$ cat config.mk
export PLATFORM = sky130hd
export DESIGN_NAME = rv_id_ex_reg
export DESIGN_NICKNAME = d
export VERILOG_FILES = /design/src/rtl/rv_id_ex_reg.sv
export SDC_FILE = /design/constraint.sdc
export NUM_CORES = 1
export LEC_CHECK = 0
export CAP_MARGIN = 30
export CELL_PAD_IN_SITES_DETAIL_PLACEMENT = 1
export CELL_PAD_IN_SITES_GLOBAL_PLACEMENT = 2
export CORE_AREA = 2 2 230 232
export CTS_BUF_LIST = sky130_fd_sc_hd__clkbuf_4 sky130_fd_sc_hd__clkbuf_8
export CTS_CLUSTER_SIZE = 20
export DETAILED_ROUTE_END_ITERATION = 6
export DIE_AREA = 0 0 232 234
export PLACE_DENSITY = 0.73
export SLEW_MARGIN = 25
export SYNTH_ARGS = -nofsm -noshare
export SYNTH_HDL_FRONTEND = slang
export SYNTH_SLANG_ARGS = --single-unit
$ cat constraint.sdc
create_clock -name clk -period 1.9 [get_ports clk]
set_clock_uncertainty 0.1 [all_clocks]
set_input_delay 0.19 -clock clk [delete_from_list [all_inputs] [get_ports clk]]
set_output_delay 0.19 -clock clk [all_outputs]
set_load 0.02 [all_outputs]
$ cat src/rtl/rv_id_ex_reg.sv
// ID/EX pipeline register for the RV64 core: valid/ready handshake, flush, and load-use bubbles.
// Optional feature macro: RV_LOAD_USE_DETECT_EN enables the in-stage load-use hazard interlock.
module rv_id_ex_reg #(
    parameter int XLEN = 64
) (
    input  logic            clk,
    input  logic            rstn,
    input  logic            id_valid_i,
    output logic            id_ready_o,
    input  logic            ex_ready_i,
    input  logic            flush_i,
    input  logic            branch_i,
    input  logic            mem_read_i,
    input  logic            mem_to_reg_i,
    input  logic            mem_write_i,
    input  logic            alu2_src_i,
    input  logic            reg_write_i,
    input  logic            jal_i,
    input  logic            jalr_i,
    input  logic [1:0]      alu1_src_i,
    input  logic [1:0]      reg_read_i,
    input  logic [XLEN-1:0] pc_i,
    input  logic [XLEN-1:0] rs1_data_i,
    input  logic [XLEN-1:0] rs2_data_i,
    input  logic [XLEN-1:0] imm_i,
    input  logic [4:0]      rs1_i,
    input  logic [4:0]      rs2_i,
    input  logic [4:0]      rd_i,
    input  logic [2:0]      funct3_i,
    input  logic [6:0]      funct7_i,
    output logic            ex_valid_o,
    output logic            branch_o,
    output logic            mem_read_o,
    output logic            mem_to_reg_o,
    output logic            mem_write_o,
    output logic            alu2_src_o,
    output logic            reg_write_o,
    output logic            jal_o,
    output logic            jalr_o,
    output logic [1:0]      alu1_src_o,
    output logic [1:0]      reg_read_o,
    output logic [XLEN-1:0] pc_o,
    output logic [XLEN-1:0] rs1_data_o,
    output logic [XLEN-1:0] rs2_data_o,
    output logic [XLEN-1:0] imm_o,
    output logic [4:0]      rs1_o,
    output logic [4:0]      rs2_o,
    output logic [4:0]      rd_o,
    output logic [2:0]      funct3_o,
    output logic [6:0]      funct7_o,
    output logic            load_use_o
);

    localparam int CW = 12;

    logic [CW-1:0]   ctrl_in_s;
    logic [CW-1:0]   ctrl_r;
    logic            ex_valid_r;
    logic            hz_s;
    logic            stall_s;
    logic            accept_s;
    logic [XLEN-1:0] pc_r;
    logic [XLEN-1:0] rs1_data_r;
    logic [XLEN-1:0] rs2_data_r;
    logic [XLEN-1:0] imm_r;
    logic [4:0]      rs1_r;
    logic [4:0]      rs2_r;
    logic [4:0]      rd_r;
    logic [2:0]      funct3_r;
    logic [6:0]      funct7_r;

    assign ctrl_in_s = {branch_i, mem_read_i, mem_to_reg_i, mem_write_i, alu2_src_i,
                        reg_write_i, jal_i, jalr_i, alu1_src_i, reg_read_i};

`ifdef RV_LOAD_USE_DETECT_EN
    // Load in EX whose destination is read by the instruction waiting in ID.
    always_comb begin
        hz_s = 1'b0;
        if (ex_valid_r && ctrl_r[10] && (rd_r != 5'd0) && id_valid_i) begin
            if ((reg_read_i[0] && (rs1_i == rd_r)) || (reg_read_i[1] && (rs2_i == rd_r))) begin
                hz_s = 1'b1;
            end else begin
                hz_s = 1'b0;
            end
        end else begin
            hz_s = 1'b0;
        end
    end
`else
    assign hz_s = 1'b0;
`endif

    assign stall_s    = ex_valid_r & ~ex_ready_i;
    // Flush always frees ID, so the redirected-away instruction is dropped upstream too.
    assign id_ready_o = flush_i | (~stall_s & ~hz_s);
    assign accept_s   = id_valid_i & ~flush_i & ~stall_s & ~hz_s;
    assign load_use_o = hz_s;

    // Valid flag and control bundle: flush > stall > hazard bubble > accept > idle bubble.
    always_ff @(posedge clk or negedge rstn) begin
        if (!rstn) begin
            ex_valid_r <= 1'b0;
            ctrl_r     <= {CW{1'b0}};
        end else if (flush_i) begin
            ex_valid_r <= 1'b0;
            ctrl_r     <= {CW{1'b0}};
        end else if (stall_s) begin
            ex_valid_r <= ex_valid_r;
            ctrl_r     <= ctrl_r;
        end else if (accept_s) begin
            ex_valid_r <= 1'b1;
            ctrl_r     <= ctrl_in_s;
        end else begin
            ex_valid_r <= 1'b0;
            ctrl_r     <= {CW{1'b0}};
        end
    end

    // Data fields only move on an accepted instruction; bubbles keep the stale payload.
    always_ff @(posedge clk or negedge rstn) begin
        if (!rstn) begin
            pc_r       <= {XLEN{1'b0}};
            rs1_data_r <= {XLEN{1'b0}};
            rs2_data_r <= {XLEN{1'b0}};
            imm_r      <= {XLEN{1'b0}};
            rs1_r      <= 5'd0;
            rs2_r      <= 5'd0;
            rd_r       <= 5'd0;
            funct3_r   <= 3'd0;
            funct7_r   <= 7'd0;
        end else if (accept_s) begin
            pc_r       <= pc_i;
            rs1_data_r <= rs1_data_i;
            rs2_data_r <= rs2_data_i;
            imm_r      <= imm_i;
            rs1_r      <= rs1_i;
            rs2_r      <= rs2_i;
            rd_r       <= rd_i;
            funct3_r   <= funct3_i;
            funct7_r   <= funct7_i;
        end else begin
            pc_r       <= pc_r;
            rs1_data_r <= rs1_data_r;
            rs2_data_r <= rs2_data_r;
            imm_r      <= imm_r;
            rs1_r      <= rs1_r;
            rs2_r      <= rs2_r;
            rd_r       <= rd_r;
            funct3_r   <= funct3_r;
            funct7_r   <= funct7_r;
        end
    end

    assign ex_valid_o   = ex_valid_r;
    assign branch_o     = ctrl_r[11];
    assign mem_read_o   = ctrl_r[10];
    assign mem_to_reg_o = ctrl_r[9];
    assign mem_write_o  = ctrl_r[8];
    assign alu2_src_o   = ctrl_r[7];
    assign reg_write_o  = ctrl_r[6];
    assign jal_o        = ctrl_r[5];
    assign jalr_o       = ctrl_r[4];
    assign alu1_src_o   = ctrl_r[3:2];
    assign reg_read_o   = ctrl_r[1:0];
    assign pc_o         = pc_r;
    assign rs1_data_o   = rs1_data_r;
    assign rs2_data_o   = rs2_data_r;
    assign imm_o        = imm_r;
    assign rs1_o        = rs1_r;
    assign rs2_o        = rs2_r;
    assign rd_o         = rd_r;
    assign funct3_o     = funct3_r;
    assign funct7_o     = funct7_r;

endmodule

==> results of run 1 <==
synth_stat cells:
master and number:
a21oi_1 12, buf_6 1, buf_8 9, nand2_1 12, nor2_1 2, dfrtp_1 294
buf_4 12, nand3_1 12, buf_2 10, nand2b_1 2, clkbuf_1 3, buf_1 1
nor2b_4 1, nor3b_2 1, mux2_2 191, conb_1 1, mux2_4 90
final cells by class:
type	count	area share (%)
flip-flops and latches	294	36.85
clock inverters	12	0.5766
well taps	688	4.312
diodes	1	0.01254
multi-input cells	324	18.80
clock buffers	84	5.478
repair buffers	672	33.96
path summary, 6_finish.rpt:
kind	start	end	cells after the start
max in group asynchronous	rstn	rs1_data_o[0]	3
max reg2reg	ex_valid_o	rs2_data_o[61]	6
min reg2reg	imm_o[0]	imm_o[0]	1
max	ex_valid_o	rs2_data_o[61]	6
min in group clk	funct7_i[4]	funct7_o[4]	2
min	rstn	imm_o[29]	2
flip-flops by register name, indices dropped and copies added, names as in the netlist, 7 cells and up:
name and cells:
imm_o 64, pc_o 64, rs1_data_o 64, rs2_data_o 64, ctrl_r 12, funct7_o 7
worst max-delay path: stages (launching register included):
cell and delay, ps:
dfrtp_1 400, nor2b_4 150, nor3b_4 220, buf_12 170
bufbuf_16 300, clkbuf_16 160, mux2_2 330
routing by layer:
metal	GRT usage (%)	routed length, um	vias up
met4	3.946	735	0
li1	-	-	3708
met3	6.080	4141	55
met5	0	0	-
met1	15.31	14780	4179
met2	23.83	19750	394
where the power goes:
part | switching [W] | internal [W]
logic | 0.00265 | 0.00279
clock network | 0.00279 | 0.00392
registers | 0.000545 | 0.00730
cell families after synthesis:
| kind of cell | count (synthesis) | share of synthesized area, % |
|---|---|---|
| DFF | 294 | 64.67 |
| muxes | 281 | 30.79 |
| buffers and inverters | 36 | 2.651 |
| and+or+nand+nor | 30 | 1.331 |
| AOI/OAI and AO/OA | 12 | 0.5280 |
| other | 1 | 0.03296 |
stage by stage:
step,power [W],utilization (%)
finish,0.01999,38.37
global route,0.02105,38.37
CTS,0.02028,37.57
detailed placement,0.01403,35.26
global placement,0.01395,35.26
floorplan,0.01059,-
repair_timing:
action,4_1_cts,5_1_grt
hold buffers,13,0
resized for setup,316,30
hold endpoints to repair,306,0
pin swaps,0,0
setup endpoints to repair,416,254
cloned,4,9
setup buffers,2,13
==> impl_results.md, run 1 <==
* Outcome: finished with violations
* Violated checks: setup timing
* Placed insts at 1939
* FF/Latch Area at 7357 um^2
* Worst-skew pair later-pin latency at 630 ps
* Die Y at 234 um
* # rows at 84
* Share of layout cells above drive strength 1 at 32.40%
* Max-slew violations at 0
* Final period util at 104.0%
* Post-synthesis cell type count at 17
* Largest net degree at the start of global routing at 66
* Placed inst area at 18340 um^2
* Setup ws final at -75.34 ps
* Port bufs at 592
* Placer Congestion at 0.7735
* VDD IR-drop max at 0.5610 mV
* Initial Util at 21.87%
* Rel. slew slack at 58.52%
* Syn_nets at 952
* CTS tree: built
* Boundary pin count at 594
* Setup crit end kind: flip-flop
* Max_cap viols at 0
* Post-synth top area share at 64.67%
* Antenna violations before repair at 1
* Final non-filler cell total at 2075
* Final number of hold-violating endpoints at 0
* Gr ovfl total at 0
* Via count at 8336
* Nets at 1644
* Setup TNS at -6155 ps
* Die X-Extent at 232 um
* Seq/Total Area, Yosys at 64.67%
* DRT Pass-1 Iters at 4
* Worst-path clk slew at 70 ps
* Fillers at 5515
* Detailed Place HPWL at 28.53 mm
* Number of synthesized register bits at 294
* Largest area contributor in the netlist: dfrtp_1
* Area Overhead vs Synth at 75.48%
* Pre-CTS setup slack at -265.5 ps
* Worst R2R Setup Slack at -80 ps
* Commonest non-fill, non-tap cell in the layout: clkdlybuf4s50_1
* Synth top area cells: dfrtp_1, mux2_2, mux2_4
* Hold WC Path Type: in -> async
* Htree depth at 2
* Commonest non-fill, non-tap cells in the layout: clkdlybuf4s50_1, dfrtp_1, dlygate4sd2_1
* CTS buffer count at 54
* DRC viols at 0
* Via/cell ratio at 4.017
* Clock sinks at 294
* Critical Path RT at 2290 ps
* Fin area at 19960 um^2
* Cell Area, Synth at 11380 um^2
* Crit-path max FO at 7
* F_max at 506.2 MHz
* CTS root buffer: clkbuf_8
* Clock Tree Buf Depth at 3
* Critical path type: reg -> reg
* Routed WL at 39.41 mm
* Initial DRC Count at 183
* Static Leak at 8.963 nW
* CORE AREA at 52020 um^2
* Nature of the critical path startpoint: flip-flop
* Area of the multi-input gates at 3754 um^2
* Yosys Warn Count at 0
* Gr usage total at 13.78%
* Worst Tran Pin Value at 622.1 ps
* Power per standard cell area at 1001 nW/um^2
* Average cell area after synthesis at 17.39 um^2
* Minimum clock period at 1975 ps
* Post-DRT Antenna Nets at 0
* CP Data Arrival Time at 2360 ps
* Worst hold slack at 49.89 ps
* Syn Inst Count at 654
* Die area at 54290 um^2
* Vias in the first global route at 9247
* Unrepaired setup endpoints after global routing: yes
* Final setup fails at 168
* First-pass GRT wire length at 57.18 mm
* Drt wl/cell at 18.99 um
(Power assumes the default switching activity.)
==> run 2: changes to the inputs <==
- SETUP_SLACK_MARGIN: unset -> 0.5
==> run 2 against run 1 <==
- worst setup slack got worse by 57 ps
- largest cell class is now buffers
- clock-buffer cell count shrank 1
- critical path type unchanged
- the flow still finishes with violations (setup timing)
- power rose by 12%
==> impl_results.md, run 2 (same netlist as run 1, synthesis figures left out) <==
* Clock Tree Buf Depth at 3 (unchanged)
* Port bufs at 592 (unchanged)
* Fillers at 5286 (-4.2%)
* Minimum clock period at 2032 ps (+56.58 ps)
* Placer Congestion at 0.7742 (about the same)
* Placed insts at 1944 (+0.26%)
* Worst R2R Setup Slack at -130 ps (-60 ps)
* Setup crit end kind: flip-flop
* # rows at 84 (unchanged)
* Initial DRC Count at 240 (+31%)
* Detailed Place HPWL at 29.38 mm (+3.0%)
* Commonest non-fill, non-tap cell in the layout: buf_6
* Critical Path Max Stage Delay at 430 ps (+30 ps)
* Drt wl/cell at 20.08 um (+5.8%)
* DRC viols at 0 (unchanged)
* Nets at 1800 (+9.5%)
* Via/cell ratio at 4.015 (about the same)
* Via count at 8954 (+7.4%)
* Critical Path RT at 2290 ps (about the same)
* Final non-filler cell total at 2230 (+7.5%)
* Initial Util at 21.87% (unchanged)
* Die X-Extent at 232 um (unchanged)
* Final setup fails at 273 (+63%)
* Final number of hold-violating endpoints at 0 (unchanged)
* CORE AREA at 52020 um^2 (unchanged)
* Worst-path clk slew at 60 ps (about the same)
* Setup ws final at -131.9 ps (-56.58 ps)
* Worst Tran Pin Value at 581.8 ps (-40.37 ps)
* Clock sinks at 294 (unchanged)
* CTS buffer count at 55 (+1.9%)
* Nature of the critical path startpoint: flip-flop
* Crit-path max FO at 11 (+4)
* Routed WL at 44.79 mm (+14%)
* DRT Pass-1 Iters at 4 (unchanged)
* Share of layout cells above drive strength 1 at 57.11% (+25 points)
* Final period util at 106.9% (+3.0 points)
* Max-slew violations at 0 (unchanged)
* First-pass GRT wire length at 58.59 mm (+2.5%)
* Commonest non-fill, non-tap cells in the layout: buf_6, clkdlybuf4s50_1, dfrtp_1
* Vias in the first global route at 9597 (+3.8%)
* Critical path type: reg -> reg
* Max_cap viols at 0 (unchanged)
* Largest net degree at the start of global routing at 59 (-11%)
* Outcome: finished with violations
* Hold WC Path Type: in -> async
* F_max at 492.1 MHz (-2.8%)
* CP Data Arrival Time at 2420 ps (+60 ps)
* Power per standard cell area at 990.5 nW/um^2 (-1.1%)
* Post-DRT Antenna Nets at 0 (unchanged)
* Slowest cell on crit path: dfrtp_2
* Worst-skew pair later-pin latency at 610 ps (-20 ps)
* Rel. slew slack at 61.22% (+2.7 points)
* Violated checks: setup timing
* CP bufs+invs at 4 (+1)
* Area Overhead vs Synth at 98.60%
* Unrepaired setup endpoints after global routing: yes
* Gr usage total at 14.17% (+0.39 points)
* Setup TNS at -22250 ps (-16090 ps)
* Die Y at 234 um (unchanged)
* Top delay family on crit path: buffers and inverters
* Gr ovfl total at 0 (unchanged)
* Critical path, cell by cell: nor2b_4 -> buf_6 -> nor3b_4 -> buf_12 -> buf_16 -> clkbuf_16 -> mux2_2
* Static Leak at 10.43 nW (+16%)
* CTS tree: built
* Boundary pin count at 594 (unchanged)
* Antenna violations before repair at 1 (unchanged)
* CTS root buffer: clkbuf_8
* Die area at 54290 um^2 (unchanged)
* Htree depth at 2 (unchanged)
* VDD IR-drop max at 0.6159 mV (+9.8%)
## run 2: cell count changes in the layout (fill, tap and decap cells not counted), sizes merged
cell         previous run  this run
buf                    59       484
bufbuf                  3         0
clkbuf                 91        98
dlygate4sd2           294         0
dlygate4sd3            13        32
inv                     0         1
## run 2: final timing paths
kind / startpoint / endpoint / cells after the start
worst max-delay path: ex_valid_o / imm_o[0] / 7
worst min-delay path: rstn / pc_o[50] / 2
worst max register to register: ex_valid_o / imm_o[0] / 7
worst min register to register: rs2_data_o[52] / rs2_data_o[52] / 1
max in group asynchronous: rstn / pc_o[29] / 3
min in group clk: rs1_data_i[43] / rs1_data_o[43] / 2
## run 2: power by group
part	internal [W]	leakage (nW)	switching (W)
Combinational	0.00464	6.33	0.00298
Sequential	0.00731	3.48	0.000815
Clock	0.00381	0.625	0.00283
Total	0.0158	10.4	0.00662
## run 2: metrics by stage
step                      setup slack [ps]  power, W  hold WS, ps  utilization, %  instance area, um^2
after detailed placement            -252.2   0.01409        118.1           35.50                18470
after global placement              -257.3   0.01400        113.4           35.50                18470
final                               -131.9   0.02238        52.74           43.43                22590
after global routing                -188.3   0.02343        15.25           43.43                22590
after CTS                           -148.4   0.02178       -13.77           40.31                20970
after floorplan                      154.9   0.01059       -205.6               -                11390
## run 2: metal layers
metal  global-route usage, %  vias up  wire length [um]
met4                   4.808        0               942
met3                   4.779       67              3206
met2                   25.50      345             23800
met5                       0        -                 0
li1                        -     3987                 -
met1                   15.57     4555             16830
## run 2: area by class of cell
cell class | count | area (um^2) | share of cell area (%)
clock buffers | 83 | 1055 | 4.669
diodes | 1 | 2.502 | 0.01108
clock inverters | 13 | 127.6 | 0.5649
flip-flops and latches | 294 | 7358 | 32.57
well taps | 688 | 860.8 | 3.810
repair buffers | 827 | 8887 | 39.34
multi-input cells | 324 | 4302 | 19.04
## run 2: repair_timing
item                                    4_1_cts  5_1_grt
endpoints found under the setup margin      576      576
buffers inserted                             72       66
resized for setup                          1818      187
endpoints found under the hold margin       324        0
hold buffers                                 32        0
cloned                                        1       18
pin swaps                                     0        1
